`src/rtl/game_pkg.sv`:
```
// Shared types and helpers for the round controller: phases, directions,
// and the reversal/initial-direction rules.
package game_pkg;

   typedef enum logic [1:0] {
      PH_IDLE  = 2'd0,
      PH_COUNT = 2'd1,
      PH_PLAY  = 2'd2,
      PH_OVER  = 2'd3
   } phase_t;

   typedef enum logic [1:0] {
      DIR_UP    = 2'd0,
      DIR_RIGHT = 2'd1,
      DIR_DOWN  = 2'd2,
      DIR_LEFT  = 2'd3
   } dir_t;

   localparam int CD_W = 2;

   function automatic dir_t opposite(input dir_t d);
      return dir_t'(d ^ 2'd2);
   endfunction

   // Even players start heading right, odd players left, so neighbours face each other.
   function automatic dir_t init_dir(input int idx);
      return (idx % 2 == 0) ? DIR_RIGHT : DIR_LEFT;
   endfunction

endpackage

```
`src/rtl/game_tick_gen.sv`:
```
// Game tick divider: counts 0..DIV-1 while enabled, tick is high on the last count.
module game_tick_gen #(
   parameter int DIV = 4
) (
   input  logic clk,
   input  logic rst_n,
   input  logic clr,
   input  logic en,
   output logic tick
);

   localparam int CW = (DIV > 1) ? $clog2(DIV) : 1;
   localparam logic [CW-1:0] LAST = CW'(DIV - 1);

   logic [CW-1:0] cnt;

   always_ff @(posedge clk) begin
      if (!rst_n || clr) begin
         cnt <= '0;
      end else if (en) begin
         cnt <= (cnt == LAST) ? '0 : cnt + CW'(1);
      end
   end

   assign tick = en && !clr && (cnt == LAST);

endmodule

```
`src/rtl/game_round_ctrl.sv`:
```
// Round/match controller: direction arbitration with reversal rejection,
// step generation, IDLE/COUNT/PLAY/OVER round FSM, scoring and debug word.
module game_round_ctrl
   import game_pkg::*;
#(
   parameter int NUM_PLAYERS = 2,
   parameter int TICK_DIV    = 25_000_000,
   parameter int COUNTDOWN   = 3,
   parameter int SCORE_W     = 8,
   parameter int WIN_SCORE   = 5,
   localparam int WID_W      = (NUM_PLAYERS > 1) ? $clog2(NUM_PLAYERS) : 1
) (
   input  logic                           clk,
   input  logic                           rst_n,
   input  logic                           start,
   input  logic [NUM_PLAYERS-1:0]         ai_en,
   input  logic [2*NUM_PLAYERS-1:0]       key_dir,
   input  logic [NUM_PLAYERS-1:0]         key_valid,
   input  logic [2*NUM_PLAYERS-1:0]       ai_dir,
   input  logic [NUM_PLAYERS-1:0]         alive,
   output logic [1:0]                     phase,
   output logic [1:0]                     cd,
   output logic                           step,
   output logic [2*NUM_PLAYERS-1:0]       dir_out,
   output logic [SCORE_W*NUM_PLAYERS-1:0] score,
   output logic [WID_W-1:0]               winner,
   output logic                           winner_valid,
   output logic                           match_over,
   output logic [15:0]                    dbg
);

   localparam bit SURVIVAL = (NUM_PLAYERS == 1);
   localparam int CNT_W    = $clog2(NUM_PLAYERS + 1);
   localparam logic [SCORE_W-1:0] WIN_S = SCORE_W'(WIN_SCORE);

   phase_t               ph;
   logic [CD_W-1:0]      cd_r;
   logic                 step_r;
   logic [WID_W-1:0]     winner_r;
   logic                 wv_r;
   logic                 mo_r;
   dir_t                 dir_r  [NUM_PLAYERS];
   dir_t                 pend   [NUM_PLAYERS];
   dir_t                 cand   [NUM_PLAYERS];
   logic [SCORE_W-1:0]   score_r[NUM_PLAYERS];
   logic [NUM_PLAYERS-1:0] accept;

   logic                 tick;
   logic                 tick_clr;
   logic [CNT_W-1:0]     alive_cnt;
   logic [WID_W-1:0]     lone_idx;
   logic [SCORE_W-1:0]   lone_score;
   logic                 any_win;
   logic                 lone_wins;

   function automatic logic [SCORE_W-1:0] sat_inc(input logic [SCORE_W-1:0] s);
      return (s == '1) ? s : s + SCORE_W'(1);
   endfunction

   // The counter only runs while a round is active; holding it clear elsewhere
   // makes every COUNT/PLAY entry start from zero.
   assign tick_clr = (ph == PH_IDLE) || (ph == PH_OVER);

   game_tick_gen #(
      .DIV (TICK_DIV)
   ) u_tick (
      .clk   (clk),
      .rst_n (rst_n),
      .clr   (tick_clr),
      .en    (!tick_clr),
      .tick  (tick)
   );

   for (genvar i = 0; i < NUM_PLAYERS; i++) begin : g_arb
      logic [1:0] src;
      logic       src_valid;
      assign src       = ai_en[i] ? ai_dir[2*i +: 2] : key_dir[2*i +: 2];
      assign src_valid = ai_en[i] | key_valid[i];
      assign cand[i]   = dir_t'(src);
      assign accept[i] = src_valid && (cand[i] != opposite(dir_r[i]));
      assign dir_out[2*i +: 2]          = dir_r[i];
      assign score[SCORE_W*i +: SCORE_W] = score_r[i];
   end

   always_comb begin
      alive_cnt  = '0;
      lone_idx   = '0;
      lone_score = '0;
      any_win    = 1'b0;
      for (int i = 0; i < NUM_PLAYERS; i++) begin
         if (alive[i]) begin
            alive_cnt  = alive_cnt + CNT_W'(1);
            lone_idx   = WID_W'(i);
            lone_score = score_r[i];
         end
         if (score_r[i] >= WIN_S) begin
            any_win = 1'b1;
         end
      end
      lone_wins = (sat_inc(lone_score) >= WIN_S);
   end

   // Round FSM; all outputs are registered here so round-end updates land on one edge.
   always_ff @(posedge clk) begin
      if (!rst_n) begin
         ph       <= PH_IDLE;
         cd_r     <= '0;
         step_r   <= 1'b0;
         winner_r <= '0;
         wv_r     <= 1'b0;
         mo_r     <= 1'b0;
         for (int i = 0; i < NUM_PLAYERS; i++) begin
            score_r[i] <= '0;
            dir_r[i]   <= init_dir(i);
            pend[i]    <= init_dir(i);
         end
      end else begin
         step_r <= 1'b0;
         case (ph)
            PH_IDLE: begin
               if (start) begin
                  ph   <= PH_COUNT;
                  cd_r <= CD_W'(COUNTDOWN);
                  for (int i = 0; i < NUM_PLAYERS; i++) begin
                     dir_r[i] <= init_dir(i);
                     pend[i]  <= init_dir(i);
                  end
               end
            end
            PH_COUNT: begin
               if (tick) begin
                  if (cd_r == CD_W'(1)) begin
                     ph   <= PH_PLAY;
                     cd_r <= '0;
                  end else begin
                     cd_r <= cd_r - CD_W'(1);
                  end
               end
            end
            PH_PLAY: begin
               for (int i = 0; i < NUM_PLAYERS; i++) begin
                  if (accept[i]) begin
                     pend[i] <= cand[i];
                  end
               end
               // A death on a tick edge ends the round first, so that tick neither steps nor scores.
               if (SURVIVAL) begin
                  if (!alive[0]) begin
                     ph <= PH_OVER;
                  end else if (tick) begin
                     step_r     <= 1'b1;
                     score_r[0] <= sat_inc(score_r[0]);
                     for (int i = 0; i < NUM_PLAYERS; i++) begin
                        dir_r[i] <= pend[i];
                     end
                  end
               end else if (alive_cnt == CNT_W'(1)) begin
                  ph       <= PH_OVER;
                  winner_r <= lone_idx;
                  wv_r     <= 1'b1;
                  mo_r     <= any_win || lone_wins;
                  for (int i = 0; i < NUM_PLAYERS; i++) begin
                     if (alive[i]) begin
                        score_r[i] <= sat_inc(score_r[i]);
                     end
                  end
               end else if (alive_cnt == '0) begin
                  ph   <= PH_OVER;
                  wv_r <= 1'b0;
                  mo_r <= any_win;
               end else if (tick) begin
                  step_r <= 1'b1;
                  for (int i = 0; i < NUM_PLAYERS; i++) begin
                     dir_r[i] <= pend[i];
                  end
               end
            end
            PH_OVER: begin
               if (start) begin
                  if (mo_r) begin
                     wv_r <= 1'b0;
                     mo_r <= 1'b0;
                     for (int i = 0; i < NUM_PLAYERS; i++) begin
                        score_r[i] <= '0;
                     end
                  end
                  ph   <= PH_COUNT;
                  cd_r <= CD_W'(COUNTDOWN);
                  for (int i = 0; i < NUM_PLAYERS; i++) begin
                     dir_r[i] <= init_dir(i);
                     pend[i]  <= init_dir(i);
                  end
               end
            end
            default: begin
               ph <= PH_IDLE;
            end
         endcase
      end
   end

   logic [3:0] s1_nib;
   if (NUM_PLAYERS > 1) begin : g_s1
      assign s1_nib = 4'(score_r[1]);
   end else begin : g_s1_none
      assign s1_nib = 4'd0;
   end

   assign phase        = ph;
   assign cd           = cd_r;
   assign step         = step_r;
   assign winner       = winner_r;
   assign winner_valid = wv_r;
   assign match_over   = mo_r;
   assign dbg          = {ph, cd_r, 4'(winner_r), 4'(score_r[0]), s1_nib};

endmodule

```
`config.mk`:
```
export PLATFORM = sky130hd
export DESIGN_NAME = game_round_ctrl
export DESIGN_NICKNAME = d
export VERILOG_FILES = /design/src/rtl/game_pkg.sv /design/src/rtl/game_tick_gen.sv /design/src/rtl/game_round_ctrl.sv
export SDC_FILE = /design/constraint.sdc
export NUM_CORES = 1
export LEC_CHECK = 0
export ABC_AREA = 1
export BUFFER_PORTS_ARGS = -buffer_cell sky130_fd_sc_hd__buf_4
export CORE_MARGIN = 2
export CORE_UTILIZATION = 60
export DETAILED_ROUTE_END_ITERATION = 8
export GPL_TIMING_DRIVEN = 0
export PLACE_DENSITY = 0.84
export SLEW_MARGIN = 5
export SYNTH_ARGS = -nofsm -noshare
export SYNTH_HDL_FRONTEND = slang
export SYNTH_SLANG_ARGS = --single-unit
```
`constraint.sdc`:
```
create_clock -name clk -period 3.2 [get_ports clk]
set_clock_uncertainty 0.15 [all_clocks]
set_input_delay 0 -clock clk [delete_from_list [all_inputs] [get_ports clk]]
set_output_delay 0 -clock clk [all_outputs]
set_load 0.01 [all_outputs]
```
Word level (Yosys, flattened, before mapping)

Memory sizes are Yosys's and may differ from the RTL's.
Cells that the tools add are included.

Flip-flop bits (word level): 33
Bits in latches: 0
RAM bits: 24
Memory bits (read-only): 0
Input bits: 17
Logic and storage cells: 158
Memories: 3

Memories:

| name    | words | bits a word | read ports | clocked after memory_dff | wr ports | RTL line              | RTL |
|---|---|---|---|---|---|---|---|
| score_r | 2     | 8           | 2          | 0                        | 2        | game_round_ctrl.sv:45 | `logic [SCORE_W-1:0] score_r[NUM_PLAYERS];` |
| dir_r   | 2     | 2           | 2          | 0                        | 2        | game_round_ctrl.sv:42 | `dir_t dir_r [NUM_PLAYERS];` |
| pend    | 2     | 2           | 2          | 0                        | 2        | game_round_ctrl.sv:43 | `dir_t pend [NUM_PLAYERS];` |

Add/subtract/negate cells: 6
Multipliers: 0
Div/mod/pow operators: 0
Order comparisons: 3
Eq/ne operators: 17
Shift operators: 0
Muxes and demuxes: 84
Bitwise operators: 20
Reductions and logical operators: 18

Operators by type and width:

| cell                    | count |
|---|---|
| $mux W8                 | 9 |
| $mux W1                 | 47 |
| $mux W2                 | 23 |
| $add A25 B1 Y25 const B | 1 |
| $eq A25 B25 Y1 const B  | 1 |
| $mux W25                | 1 |
| $add A8 B1 Y8 const B   | 3 |
| $eq A8 B8 Y1 const B    | 3 |
| $ge A8 B3 Y1 const B    | 3 |
| $or A1 B1 Y1            | 18 |
| $ne A2 B2 Y1 const B    | 4 |
| $reduce_and A4 Y1       | 2 |
| $eq A2 B1 Y1 const B    | 3 |
| $pmux W2 S3             | 1 |
| $reduce_and A3 Y1       | 2 |
| $eq A2 B2 Y1 const B    | 2 |
| $logic_not A2 Y1        | 2 |
| $ne A2 B2 Y1            | 2 |
| $pmux W1 S2             | 2 |
| $pmux W2 S2             | 1 |
| $reduce_bool A2 Y1      | 2 |
| $logic_and A1 B1 Y1     | 3 |
| $logic_or A1 B1 Y1      | 3 |
| $ne A3 B3 Y1 const B    | 1 |
| other kinds (7)         | 9 |

Depth between registers and ports, before layout

Gate-level depths: netlist (run 1).

Depth after elaboration: 12
Mapped depth: 13

Modules after synthesis

From an unflattened synthesis (run 1), not the netlist that was laid out.

Cells, all modules: 529
Area total of the unflattened synthesis: 3776.1 µm²

By module, submodules not included:

| module          | instances | cells an instance | area an instance (µm²) | seq. area each (µm²) |
|---|---|---|---|---|
| game_round_ctrl | 1         | 292               | 2313.5                 | 880.8 |
| game_tick_gen   | 1         | 237               | 1462.7                 | 500.5 |

Least setup slack after synthesis (run 1)

OpenSTA, ideal clock, no wires.

Path kind: register to register
From: register ph[0], in the netlist phase[0]
To: memory score_r[0][0] (enable)
Setup time: 0.378 ns
Arrival: 1.686 ns
Data required time: 2.672 ns
Path slack: 0.986 ns
Cell stages (with the launch flop): 8
Path buffers: 0
Period minus slack after synthesis: 2.214 ns
Cell sequence: dfxtp_1 -> ha_1 -> nand2_1 -> nor2_1 -> nand2_1 -> inv_1 -> nor2_2 -> a31oi_1

RTL lines:

| element                | RTL line               | RTL |
|---|---|---|
| start, declared        | game_round_ctrl.sv:36  | `phase_t ph;` |
| start signal, assigned | game_round_ctrl.sv:106 | `ph <= PH_IDLE;` |
| start signal, assigned | game_round_ctrl.sv:122 | `ph <= PH_COUNT;` |
| start signal, assigned | game_round_ctrl.sv:133 | `ph <= PH_PLAY;` |
| end, declared          | game_round_ctrl.sv:45  |  |

==> results of run 1 <==
[state kept, by name, indices dropped and copies added, names as in the netlist]
name,cells
dir_r,4
score_r,16
pend,4
step,1
cd,2
winner,1
winner_valid,1
phase,2
match_over,1
u_tick.cnt,25
[cell families (layout without fill, tap and decap cells)]
kind of cell	count (synthesis)	after routing	synth area share, %
simple gates	251	251	32.3
buf+inv	93	178	12.1
flops	57	57	38.6
compound gates	50	50	7.38
fa+ha+maj	18	18	6.30
xor+xnor	13	13	3.18
other cells	1	3	0.105
[per-stage QoR]
step,total power [mW],cell area (µm²),cells,worst slack [ns]
final,2.26,4420,645,0.570
after global routing,2.40,4420,645,0.369
after CTS,2.26,4420,645,0.581
after detailed placement,1.59,4110,617,0.602
after global placement,1.57,4110,617,0.631
after floorplan,1.35,3580,485,0.986
[cell type report]
cell class	count	area [µm²]	area share, %
Inverter	71	267	6.03
Multi-Input combinational cell	335	1770	40.0
Tap cell	75	93.8	2.12
Timing Repair Buffer	69	548	12.4
Buffer	22	166	3.76
Clock buffer	9	124	2.80
Clock inverter	7	71.3	1.61
Sequential cell	57	1380	31.2
[Yosys cell counts (all sizes together), types with 3 or more instances]
library cell  instances
nor2                 71
inv                  70
nand3                30
a31oi                 3
nand4                 4
xor2                  8
edfxtp               24
dfxtp                33
ha                   18
xnor2                 5
nand2               118
o21ai                21
a21oi                24
buf                  21
nor3                 14
nor4                  4
nor3b                 7
[tightest hold or removal path: cells and delay by family]
family,cells,cell delay (ns)
AND/OR/NAND/NOR,2,0.19
adder cells (fa/ha/maj),1,0.17
AO/OA/AOI/OAI,1,0.06
buffers and inverters,1,0.10
[power by group through the flow]
stage | sequential (mW) | clock (mW) | combinational, mW
3_5_place_dp | 0.917 | 0 | 0.676
3_3_place_gp | 0.914 | 0 | 0.654
5_1_grt | 0.911 | 0.703 | 0.784
6_report | 0.902 | 0.660 | 0.698
2_1_floorplan | 0.920 | 0 | 0.435
4_1_cts | 0.901 | 0.665 | 0.693
[layer usage]
metal  vias to the layer above  track usage, %
li1                       1688               -
met1                      1558            30.1
met2                       106            46.2
met3                        15            5.89
met4                         0            11.4
met5                         -               0
[worst paths after layout]
check	from	endpoint	slack [ns]	depth (start not counted)
min	alive[0]	phase[0]	0.08	5
min reg2reg	u_tick.cnt[0]	u_tick.cnt[0]	0.31	1
max	phase[0]	score_r[0][14]	0.57	7
max reg2reg	phase[0]	score_r[0][14]	0.57	7
==> results.json, run 1 <==
{
  "status": "finished, final reports clean",
  "place.gp.congestion": 0.920,
  "drtIter0Drc": 169,
  "grt_first_pass_wirelength_mm": 13.3,
  "post-route-period-util_pct": 82.2,
  "crit_path_max_fanout": 8,
  "synthToLayoutAreaGrowth_pct": 23.6,
  "synth.top_cell.area_share_pct": 20.2,
  "postCtsHoldBufs": 12,
  "cts-htree-levels": 3,
  "critPathBufInv": 1,
  "mostFrequentLayoutCell": "nand2_1",
  "timing_hold_violations_final": 0,
  "fp-row-count": 28,
  "hold_class": "primary input to flop",
  "comb_power_share_pct": 30.9,
  "cts_setup_buffers": 0,
  "cp_top_family": "compound AO/OA/AOI/OAI gates",
  "cts_resized": 0,
  "final_antenna_net_count": 0,
  "first_global_vias": 3174,
  "ys_seq_elements": 57,
  "setup_viol": 0,
  "synth_edf_count": 24,
  "wl_met1_mm": 3.42,
  "die_x_um": 81.2,
  "start_util_pct": 61.1,
  "synth_warnings": 0,
  "period_needed_ns": 2.63,
  "core_area_um2": 5850,
  "syn_inst": 483,
  "power.density_nw_per_um2": 511,
  "hold_ws_ns": 0.0764,
  "worstPathCellList": "ha_1, nand2_1, nor2_1, nand2_1, inv_1, nor2_2, a31oi_1",
  "n_antenna_cell": 0,
  "drc_errors": 0,
  "seq_power_share_pct": 39.9,
  "synth_cell_types": 35,
  "netlist_top_cells_area": "edfxtp_1, dfxtp_1, nand2_1",
  "overflow": 0,
  "required_ns": 3.01,
  "arrival_ns": 2.44,
  "routed.top_layer": "met4",
  "finalWirelength_mm": 8.06,
  "peakVddDrop_uv": 325,
  "syn_avg_cell_area_um2": 7.40,
  "ios": 61,
  "end_kind": "flop",
  "p_int_mw": 1.49,
  "drive_gt1_share_pct": 22.5,
  "via_count": 3367,
  "cap_violations": 0,
  "yosys_most_used_dff": "dfxtp_1",
  "p_sw_share_pct": 33.9,
  "antenna_found_initial": 0,
  "synth_area_um2": 3580,
  "cts.clk_slew.worst_paths_ns": 0.07,
  "drv_slew": 0,
  "fp.dieH_um": 81.2,
  "worstMarginPinSlew_ns": 0.912,
  "fin_nets": 600,
  "crit_type": "flop to flop",
  "dp_hpwl_mm": 5.76,
  "track_usage_pct": 26.1,
  "final_core_util_pct": 75.6,
  "power.switching_uw": 767,
  "fill_cells": 458,
  "detail_route.first_pass.iterations": 5,
  "dieArea_um2": 6590,
  "cp_slowest_stage_delay_ns": 0.71,
  "cp-start-kind": "flop",
  "grt_max_degree": 12,
  "clkSinkCount": 57,
  "portBuffers": 57,
  "synth_top_cell_by_area": "edfxtp_1",
  "slowest_stage": "a31oi_1",
  "cts_buffers": 9,
  "async_reset_ff_share_pct": 0,
  "wl_met3_um": 472,
  "slew_headroom_pct": 38.9,
  "clock_path_buffers": 2,
  "dr_wl_met2_mm": 4.03,
  "wl_per_cell_um": 12.5,
  "cts_tree": "done",
  "crit_top_cell": "nand2_1",
  "cts-root-buf": "clkbuf_8",
  "rsz0062_at_grt": "no",
  "final_cell_mix": "nand2_1, buf_4, inv_1, nor2_1, dfxtp_1",
  "drt-vias-per-instance": 5.22,
  "clock_latency_ns": 0.34,
  "seq_area_frac_synth_pct": 38.6,
  "fmax_mhz": 380,
  "p_leak_nw": 1.95,
  "p_clk_share_pct": 29.2,
  "fin_tns_setup_ns": 0
}
Note: power is estimated with default switching activity, not from simulation.
==> run 2, diff against run 1 <==
Settings changed: CORE_UTILIZATION 60 to 51, PLACE_DENSITY 0.84 to 0.76.
Clock period 3.2 ns to 2.29 ns, I/O delays scaled along.
==> results.json, run 2 (synthesis gave the netlist of run 1 again) <==
{
  "mostFrequentLayoutCell": "nand2_1",
  "clock_latency_ns": 0.34,
  "setup_viol": 0,
  "clkSinkCount": 57,
  "drive_gt1_share_pct": 23.7,
  "overflow": 0,
  "detail_route.first_pass.iterations": 4,
  "timing_hold_violations_final": 0,
  "drv_slew": 0,
  "largest_registers": "u_tick.cnt x25, score_r x16",
  "die_x_um": 87.7,
  "r2r_slack_ns": 0.20,
  "cts_buffers": 9,
  "required_ns": 2.36,
  "hold_ws_ns": 0.0151,
  "cts_setup_buffers": 0,
  "rsz0062_at_grt": "no",
  "final_core_util_pct": 66.5,
  "period_needed_ns": 2.10,
  "power.density_nw_per_um2": 719,
  "fp-row-count": 30,
  "largest_register_ffs": 25,
  "first_global_vias": 3012,
  "arrival_ns": 2.17,
  "dp_hpwl_mm": 5.73,
  "grt_max_degree": 12,
  "cts-root-buf": "clkbuf_8",
  "drtIter0Drc": 109,
  "fp.dieH_um": 87.7,
  "n_antenna_cell": 0,
  "wl_per_cell_um": 11.9,
  "post-route-period-util_pct": 91.7,
  "fin_nets": 599,
  "clock_path_buffers": 2,
  "cts.clk_slew.worst_paths_ns": 0.07,
  "end_kind": "flop",
  "via_count": 3261,
  "grt_first_pass_wirelength_mm": 13.2,
  "portBuffers": 57,
  "hold_class": "primary input to flop",
  "crit_path_max_fanout": 10,
  "cp-start-kind": "primary input",
  "cts-htree-levels": 3,
  "crit_type": "primary input to flop",
  "dieArea_um2": 7700,
  "placed_cells": 638,
  "ios": 61,
  "synthToLayoutAreaGrowth_pct": 26.3,
  "finalWirelength_mm": 7.92,
  "cap_violations": 0,
  "final_antenna_net_count": 0,
  "drt-vias-per-instance": 4.90,
  "peakVddDrop_uv": 336,
  "antenna_found_initial": 0,
  "track_usage_pct": 21.6,
  "fin_cells": 665,
  "drc_errors": 0,
  "fmax_mhz": 476,
  "place.gp.congestion": 0.844,
  "p_leak_nw": 1.97,
  "status": "finished, final reports clean",
  "final_cell_mix": "nand2_1, buf_4, inv_1, nor2_1, dfxtp_1",
  "cts_tree": "done",
  "regMostFlops": "u_tick.cnt",
  "start_util_pct": 52.6,
  "core_area_um2": 6790
}
[run 2: changes by cell type in the layout (fill, tap and decap cells not counted), sizes merged]
cell,previous run,this run
bufinv,1,0
clkbuf,10,14
clkinv,4,2
clkinvlp,3,1
dlygate4sd3,12,11
inv,70,71
[run 2: where the power goes]
| group | total, mW | switching, mW | leakage, nW | internal (mW) |
|---|---|---|---|---|
| Combinational | 0.982 | 0.554 | 1.36 | 0.428 |
| Sequential | 1.26 | 0.0985 | 0.498 | 1.16 |
| Clock | 1.00 | 0.415 | 0.115 | 0.588 |
[run 2: critical path: stages]
cell	delay (ns)
dlygate4sd3_1	0.53
buf_4	0.12
buf_4	0.17
clkinvlp_4	0.19
nand2_1	0.12
nand2_1	0.07
ha_1	0.29
or2_2	0.29
nand3_1	0.09
nand3_1	0.08
nand2_1	0.06
nand2_1	0.05
nand2_1	0.07
a21oi_1	0.06
[run 2: through the flow]
step / power (mW) / setup TNS, ns / cell area, µm² / setup WS [ns]
2_1_floorplan: 1.89 / 0 / 3580 / 0.0760
3_5_place_dp: 2.23 / -4.78 / 4130 / -0.321
5_1_grt: 3.45 / 0 / 4520 / 0.0332
6_report: 3.25 / 0 / 4520 / 0.190
4_1_cts: 3.26 / 0 / 4500 / 0.0470
3_3_place_gp: 2.20 / -3.99 / 4130 / -0.257
[run 2: timing repair]
action	4_1_cts	5_1_grt
gates resized for setup	5	6
endpoints found under the hold margin	14	0
hold buffers	11	0
pin swaps	0	1
endpoints found under the setup margin	16	28
[run 2: layout make-up]
| class | count | area (µm²) |
|---|---|---|
| Buffer | 22 | 166 |
| Clock buffer | 13 | 203 |
| Clock inverter | 3 | 16.3 |
| Fill cell | 572 | 2280 |
| Inverter | 71 | 270 |
| Multi-Input combinational cell | 335 | 1820 |
| Sequential cell | 57 | 1380 |
| Tap cell | 96 | 120 |
| Timing Repair Buffer | 68 | 538 |
[run 2: layer usage]
metal / vias to the layer above / global-route usage (%) / part of all wire [%] / wire length (µm)
li1: 1684 / - / - / -
met1: 1481 / 27.4 / 46 / 3630
met2: 83 / 36.4 / 48 / 3810
met3: 13 / 4.34 / 4.5 / 355
met4: 0 / 7.83 / 1.5 / 121
met5: - / 0 / 0 / 0
[run 2: path summary, 6_finish.rpt]
| kind | depth (start not counted) | to | from |
|---|---|---|---|
| max | 14 | match_over | alive[1] |
| min | 3 | pend[0][1] | ai_en[0] |
| max reg2reg | 9 | score_r[0][4] | phase[0] |
| min reg2reg | 1 | u_tick.cnt[0] | u_tick.cnt[0] |
